$ cat src/rtl/simon_pkg.sv
// Shared definitions for the Simon game: colour codes, playback
// state encoding and the colour-to-LED mapping.
package simon_pkg;

    localparam logic [1:0] C_UP    = 2'd0;
    localparam logic [1:0] C_LEFT  = 2'd1;
    localparam logic [1:0] C_RIGHT = 2'd2;
    localparam logic [1:0] C_DOWN  = 2'd3;

    localparam logic [2:0] S_IDLE  = 3'd0;
    localparam logic [2:0] S_ADDR  = 3'd1;
    localparam logic [2:0] S_LATCH = 3'd2;
    localparam logic [2:0] S_SHOW  = 3'd3;
    localparam logic [2:0] S_GAP   = 3'd4;
    localparam logic [2:0] S_DONE  = 3'd5;

    function automatic logic [3:0] onehot4(input logic [1:0] code);
        logic [3:0] r;
        r = 4'b0000;
        case (code)
            C_UP:    r = 4'b0001;
            C_LEFT:  r = 4'b0010;
            C_RIGHT: r = 4'b0100;
            C_DOWN:  r = 4'b1000;
            default: r = 4'b0000;
        endcase
        return r;
    endfunction

endpackage

$ cat src/rtl/simon_playback.sv
// Plays the first `length` ROM entries as one-hot LED flashes,
// each followed by a dark gap, then pulses done.
module simon_playback
    import simon_pkg::*;
#(
    parameter int DEPTH     = 4,
    parameter int ADDR_W    = 4,
    parameter int ON_TICKS  = 2,
    parameter int GAP_TICKS = 1
) (
    input  logic              slow_clk,
    input  logic              reset,
    input  logic              start,
    input  logic              abort,
    input  logic [ADDR_W:0]   length,
    output logic [ADDR_W-1:0] rd_addr,
    input  logic [1:0]        rd_data,
    output logic [3:0]        led,
    output logic              busy,
    output logic              done,
    output logic [ADDR_W-1:0] play_idx
);

    localparam logic [ADDR_W:0] DEPTH_L = (ADDR_W + 1)'(DEPTH);
    localparam logic [3:0]      ON_LD   = 4'(ON_TICKS - 1);
    localparam logic [3:0]      GAP_LD  = 4'(GAP_TICKS - 1);

    logic [2:0]        state_q, state_d;
    logic [3:0]        led_q, led_d;
    logic [ADDR_W-1:0] addr_q, addr_d;
    logic [ADDR_W-1:0] idx_q, idx_d;
    logic [3:0]        cnt_q, cnt_d;
    logic [ADDR_W:0]   len_q, len_d;
    logic [ADDR_W:0]   len_c;
    logic              last;

    // Clamping here keeps rd_addr inside the ROM for any request.
    assign len_c = (length > DEPTH_L) ? DEPTH_L : length;
    assign last  = ({1'b0, idx_q} == (len_q - 1'b1));

    always_comb begin
        state_d = state_q;
        led_d   = led_q;
        addr_d  = addr_q;
        idx_d   = idx_q;
        cnt_d   = cnt_q;
        len_d   = len_q;
        if (abort) begin
            state_d = S_IDLE;
            led_d   = 4'b0000;
            addr_d  = '0;
            idx_d   = '0;
            cnt_d   = 4'd0;
        end else begin
            case (state_q)
                S_IDLE: begin
                    if (start) begin
                        len_d   = len_c;
                        addr_d  = '0;
                        idx_d   = '0;
                        state_d = (len_c == '0) ? S_DONE : S_ADDR;
                    end
                end
                S_ADDR: state_d = S_LATCH;
                S_LATCH: begin
                    led_d   = onehot4(rd_data);
                    cnt_d   = ON_LD;
                    state_d = S_SHOW;
                end
                S_SHOW: begin
                    if (cnt_q == 4'd0) begin
                        led_d   = 4'b0000;
                        cnt_d   = GAP_LD;
                        state_d = S_GAP;
                    end else begin
                        cnt_d = cnt_q - 4'd1;
                    end
                end
                S_GAP: begin
                    if (cnt_q != 4'd0) begin
                        cnt_d = cnt_q - 4'd1;
                    end else if (last) begin
                        state_d = S_DONE;
                    end else begin
                        idx_d   = idx_q + 1'b1;
                        addr_d  = addr_q + 1'b1;
                        state_d = S_ADDR;
                    end
                end
                S_DONE:  state_d = S_IDLE;
                default: state_d = S_IDLE;
            endcase
        end
    end

    always_ff @(posedge slow_clk or posedge reset) begin
        if (reset) begin
            state_q <= S_IDLE;
            led_q   <= 4'b0000;
            addr_q  <= '0;
            idx_q   <= '0;
            cnt_q   <= 4'd0;
            len_q   <= '0;
        end else begin
            state_q <= state_d;
            led_q   <= led_d;
            addr_q  <= addr_d;
            idx_q   <= idx_d;
            cnt_q   <= cnt_d;
            len_q   <= len_d;
        end
    end

    assign rd_addr  = addr_q;
    assign play_idx = idx_q;
    assign led      = led_q;
    assign done     = (state_q == S_DONE);
    assign busy     = (state_q == S_ADDR) || (state_q == S_LATCH) ||
                      (state_q == S_SHOW) || (state_q == S_GAP);

endmodule

$ cat config.mk
export PLATFORM = sky130hd
export DESIGN_NAME = simon_playback
export DESIGN_NICKNAME = d
export VERILOG_FILES = /design/src/rtl/simon_pkg.sv /design/src/rtl/simon_playback.sv
export SDC_FILE = /design/constraint.sdc
export NUM_CORES = 1
export LEC_CHECK = 0
export ABC_AREA = 1
export BUFFER_PORTS_ARGS = -buffer_cell sky130_fd_sc_hd__buf_2
export CORE_ASPECT_RATIO = 1.1
export CORE_MARGIN = 2
export CORE_UTILIZATION = 52
export CTS_BUF_LIST = sky130_fd_sc_hd__clkbuf_4
export CTS_CLUSTER_SIZE = 40
export DETAILED_ROUTE_END_ITERATION = 10
export PLACE_DENSITY = 0.8
export SLEW_MARGIN = 5
export SYNTH_ARGS = -nofsm -noshare
export SYNTH_HDL_FRONTEND = slang
export SYNTH_SLANG_ARGS = --single-unit
$ cat constraint.sdc
create_clock -name slow_clk -period 1.7 [get_ports slow_clk]
set_clock_uncertainty 0.15 [all_clocks]
set_input_delay 0.17 -clock slow_clk [delete_from_list [all_inputs] [get_ports slow_clk]]
set_output_delay 0.17 -clock slow_clk [all_outputs]
set_load 0.01 [all_outputs]
==> flow_metrics.py <==
metrics = {
    "die": {
        "initial_core_util_pct": 54.2,
        "die_area_um2": 3320,
        "die_x_um": 55.1,
        "core_area_um2": 2750,
        "io_pins": 25,
        "num_rows": 20,
        "dieHeight_um": 60.2,
    },
    "critical_path": {
        "critPathSlowestCell": "dfrtp_1",
        "crit_type": "flop to flop",
        "crit_path_max_incr_delay_ns": 0.42,
        "critical_path_cell_count": 13,
        "crit_arrival_ns": 1.87,
        "start_kind": "flop",
        "cpLargestDelayFamily": "simple AND/OR/NAND/NOR gates",
        "end_kind": "flop",
        "cp_max_fo": 8,
        "crit_path_cell_trace": "inv_2 > ha_4 > inv_2 > nand2_1 > nand2_1 > nand3_2 > nor2_1 > nand2_1 > nand2_2 > nand2_4 > nand2_8 > nand2_1 > nand2_1",
        "rr_worst_depth": 13,
        "path_buf_inv": 2,
        "crit_path_frequent_cell": "nand2_1",
        "cp.required_ns": 1.83,
    },
    "timing": {
        "hold_violations": 0,
        "period_share_pct": 103,
        "tns_ns": -0.306,
        "worst_pin_slew_ns": 0.304,
        "slew_viol_final": 0,
        "finalCriticalPeriod_ns": 1.75,
        "relSlewSlack_pct": 79.7,
        "timing.fmax_mhz": 573,
        "rsz0062_at_grt": "true",
        "finalSetupViolCount": 8,
        "postLayoutSetupSlackWorst_ns": -0.0458,
    },
    "clock_tree": {
        "h-tree-depth": 1,
        "cts_made_buffers": 3,
        "clock_path_buffers": 2,
        "clkLatencyLatePin_ns": 0.34,
        "cts_tree": "yes",
        "cts.reportedPaths.clkPinSlew_ns": 0.14,
        "clkSinkCount": 24,
        "cts_root_buf": "clkbuf_4",
    },
    "route": {
        "met1_length_mm": 1.48,
        "drcViolationCount": 0,
        "first_iter_violations": 46,
        "drtPass1Iterations": 4,
        "ant_nets": 0,
        "post_drt_wl_per_cell_um": 12.8,
        "vias": 1534,
        "highest_layer": "met4",
        "dr_wl_met3_um": 153,
        "routed_wl_mm": 3.69,
        "vias_per_cell": 5.31,
        "routed-wl-met2_mm": 1.99,
    },
    "yosys": {
        "ys_types": 27,
        "synth_seq_cells": 24,
        "yosys_warnings": 0,
        "synth_area_um2": 1490,
        "syn_avg_cell_area_um2": 7.46,
        "yosysSeqAreaShare_pct": 40.2,
        "synth_nets": 215,
        "syn_inst": 200,
    },
    "placed_design": {
        "gp_congestion": 0.766,
        "preCtsSetupSlack_ns": -0.0366,
        "hpwlAfterDp_mm": 2.35,
        "portBuffers": 24,
    },
    "finish": {
        "area_delta_synth_final_pct": 33.9,
        "layout_commonest_cell": "nand2_1",
        "regArea_um2": 604,
        "fill_cells": 219,
        "num_antenna_cells": 0,
        "nets": 272,
        "multi_input_area_um2": 870,
        "final_cell_mix": "nand2_1, buf_2, dfrtp_1, buf_4, nor2_1",
        "final_layout_size_suffix_gt1_share_pct": 38.7,
    },
    "global_route": {
        "antenna_found_initial": 0,
        "grt-ovfl-total": 0,
        "grt_max_degree": 25,
        "grt_usage_pct": 22.5,
        "grt_pass1_wl_mm": 5.36,
        "grt_pass1_vias": 1306,
    },
    "status": {
        "violations": "negative setup slack",
        "status": "finished, violations left",
    },
    "flow_run": {
        "maxCapViolCount": 0,
    },
    "hold_path": {
        "holdPathStages": 4,
        "min_path_type": "input port to flop",
    },
    "pwr": {
        "ir_drop_mv": 0.642,
        "power.leakage_nw": 1.06,
        "power_density_nw_per_um2": 896,
    },
}
-- power breakdown --
group	total [W]	internal, W	switching, W
Sequential	0.000719	0.000647	0.0000715
Clock	0.000268	0.0000866	0.000182
Combinational	0.000803	0.000352	0.000452
-- metrics by stage --
stage                     hold slack (ns)  instances  util (%)  total power (W)  area [um^2]
after floorplan                    0.0346        200         -          0.00115         1490
after global placement             0.0791        267      62.8          0.00134         1730
after detailed placement           0.0797        267      62.8          0.00135         1730
after CTS                          0.0111        281      67.9          0.00167         1870
after global routing               0.0223        289      72.6          0.00191         2000
final                             0.00920        289      72.6          0.00179         2000
-- worst paths after layout --
kind | slack (ns) | from | endpoint
max in group asynchronous | 0.90 | reset | state_q[0]$_DFFE_PP0P_
worst min-delay path | 0.009 | length[2] | len_q[1]$_DFFE_PP0P_
min in group asynchronous | 0.24 | reset | led[0]$_DFFE_PP0P_
worst min register to register | 0.38 | len_q[4]$_DFFE_PP0P_ | len_q[4]$_DFFE_PP0P_
worst max register to register | -0.05 | len_q[0]$_DFFE_PP0P_ | play_idx[0]$_DFFE_PP0P_
worst max-delay path | -0.05 | len_q[0]$_DFFE_PP0P_ | play_idx[0]$_DFFE_PP0P_
-- synth_stat cells --
library cell,number,area (um^2)
o21ai_0,6,30.0
nand3b_1,2,15.0
nand2_4,4,45.0
buf_4,1,7.51
nand2_1,56,210
nor3b_2,1,12.5
a21oi_1,5,25.0
nand3_2,1,10.0
o21a_1,1,7.51
a21oi_4,1,16.3
xnor2_1,1,8.76
nor2_1,21,78.8
nand2_2,1,6.26
nor3_1,4,20.0
nand3_1,19,95.1
nor2_2,4,25.0
xor2_1,3,26.3
inv_2,6,22.5
nand4_1,4,25.0
o21ai_1,2,10.0
o31ai_1,1,7.51
o22ai_1,2,12.5
nor2_4,3,33.8
dfrtp_1,24,601
inv_1,21,78.8
ha_1,4,50.1
inv_4,2,12.5
-- what timing repair did --
item,in CTS,in global routing
endpoints found under the setup margin,13,19
buffers inserted,3,8
pin swaps,12,26
hold buffers,5,0
endpoints found under the hold margin,30,0
gates cloned,2,0
resized for setup,9,26
-- sequential cells by signal (all words and copies together) (netlist names) --
register / count
cnt_q: 4
led: 4
len_q: 5
rd_addr: 4
play_idx: 4
state_q: 3
-- worst reg2reg max path: cells and delay by family, from the launching register on --
family                   cells  cell delay [ns]
AND/OR/NAND/NOR             10             0.79
flip-flops                   1             0.42
buffers and inverters        2             0.13
adder cells (fa/ha/maj)      1             0.21
-- routing by layer --
metal,global-route usage [%],up-vias
met5,0,-
li1,-,760
met1,27.0,719
met3,3.00,7
met2,40.0,48
met4,8.71,0
-- kinds of logic after synthesis --
family | Yosys count | synth area share (%)
fa+ha+maj | 4 | 3.35
xor+xnor | 4 | 2.35
flops | 24 | 40.2
simple gates | 120 | 38.6
compound gates | 18 | 7.29
buf+inv | 30 | 8.13
-- area by class of cell --
cell class / instances / share of cell area, %
Tap cell: 33 / 2.07
Clock inverter: 1 / 0.188
Multi-Input combinational cell: 148 / 43.5
Timing Repair Buffer: 51 / 17.0
Sequential cell: 24 / 30.2
Inverter: 29 / 5.94
Clock buffer: 3 / 1.13
No activity file was read; power rests on OpenSTA's default activity.
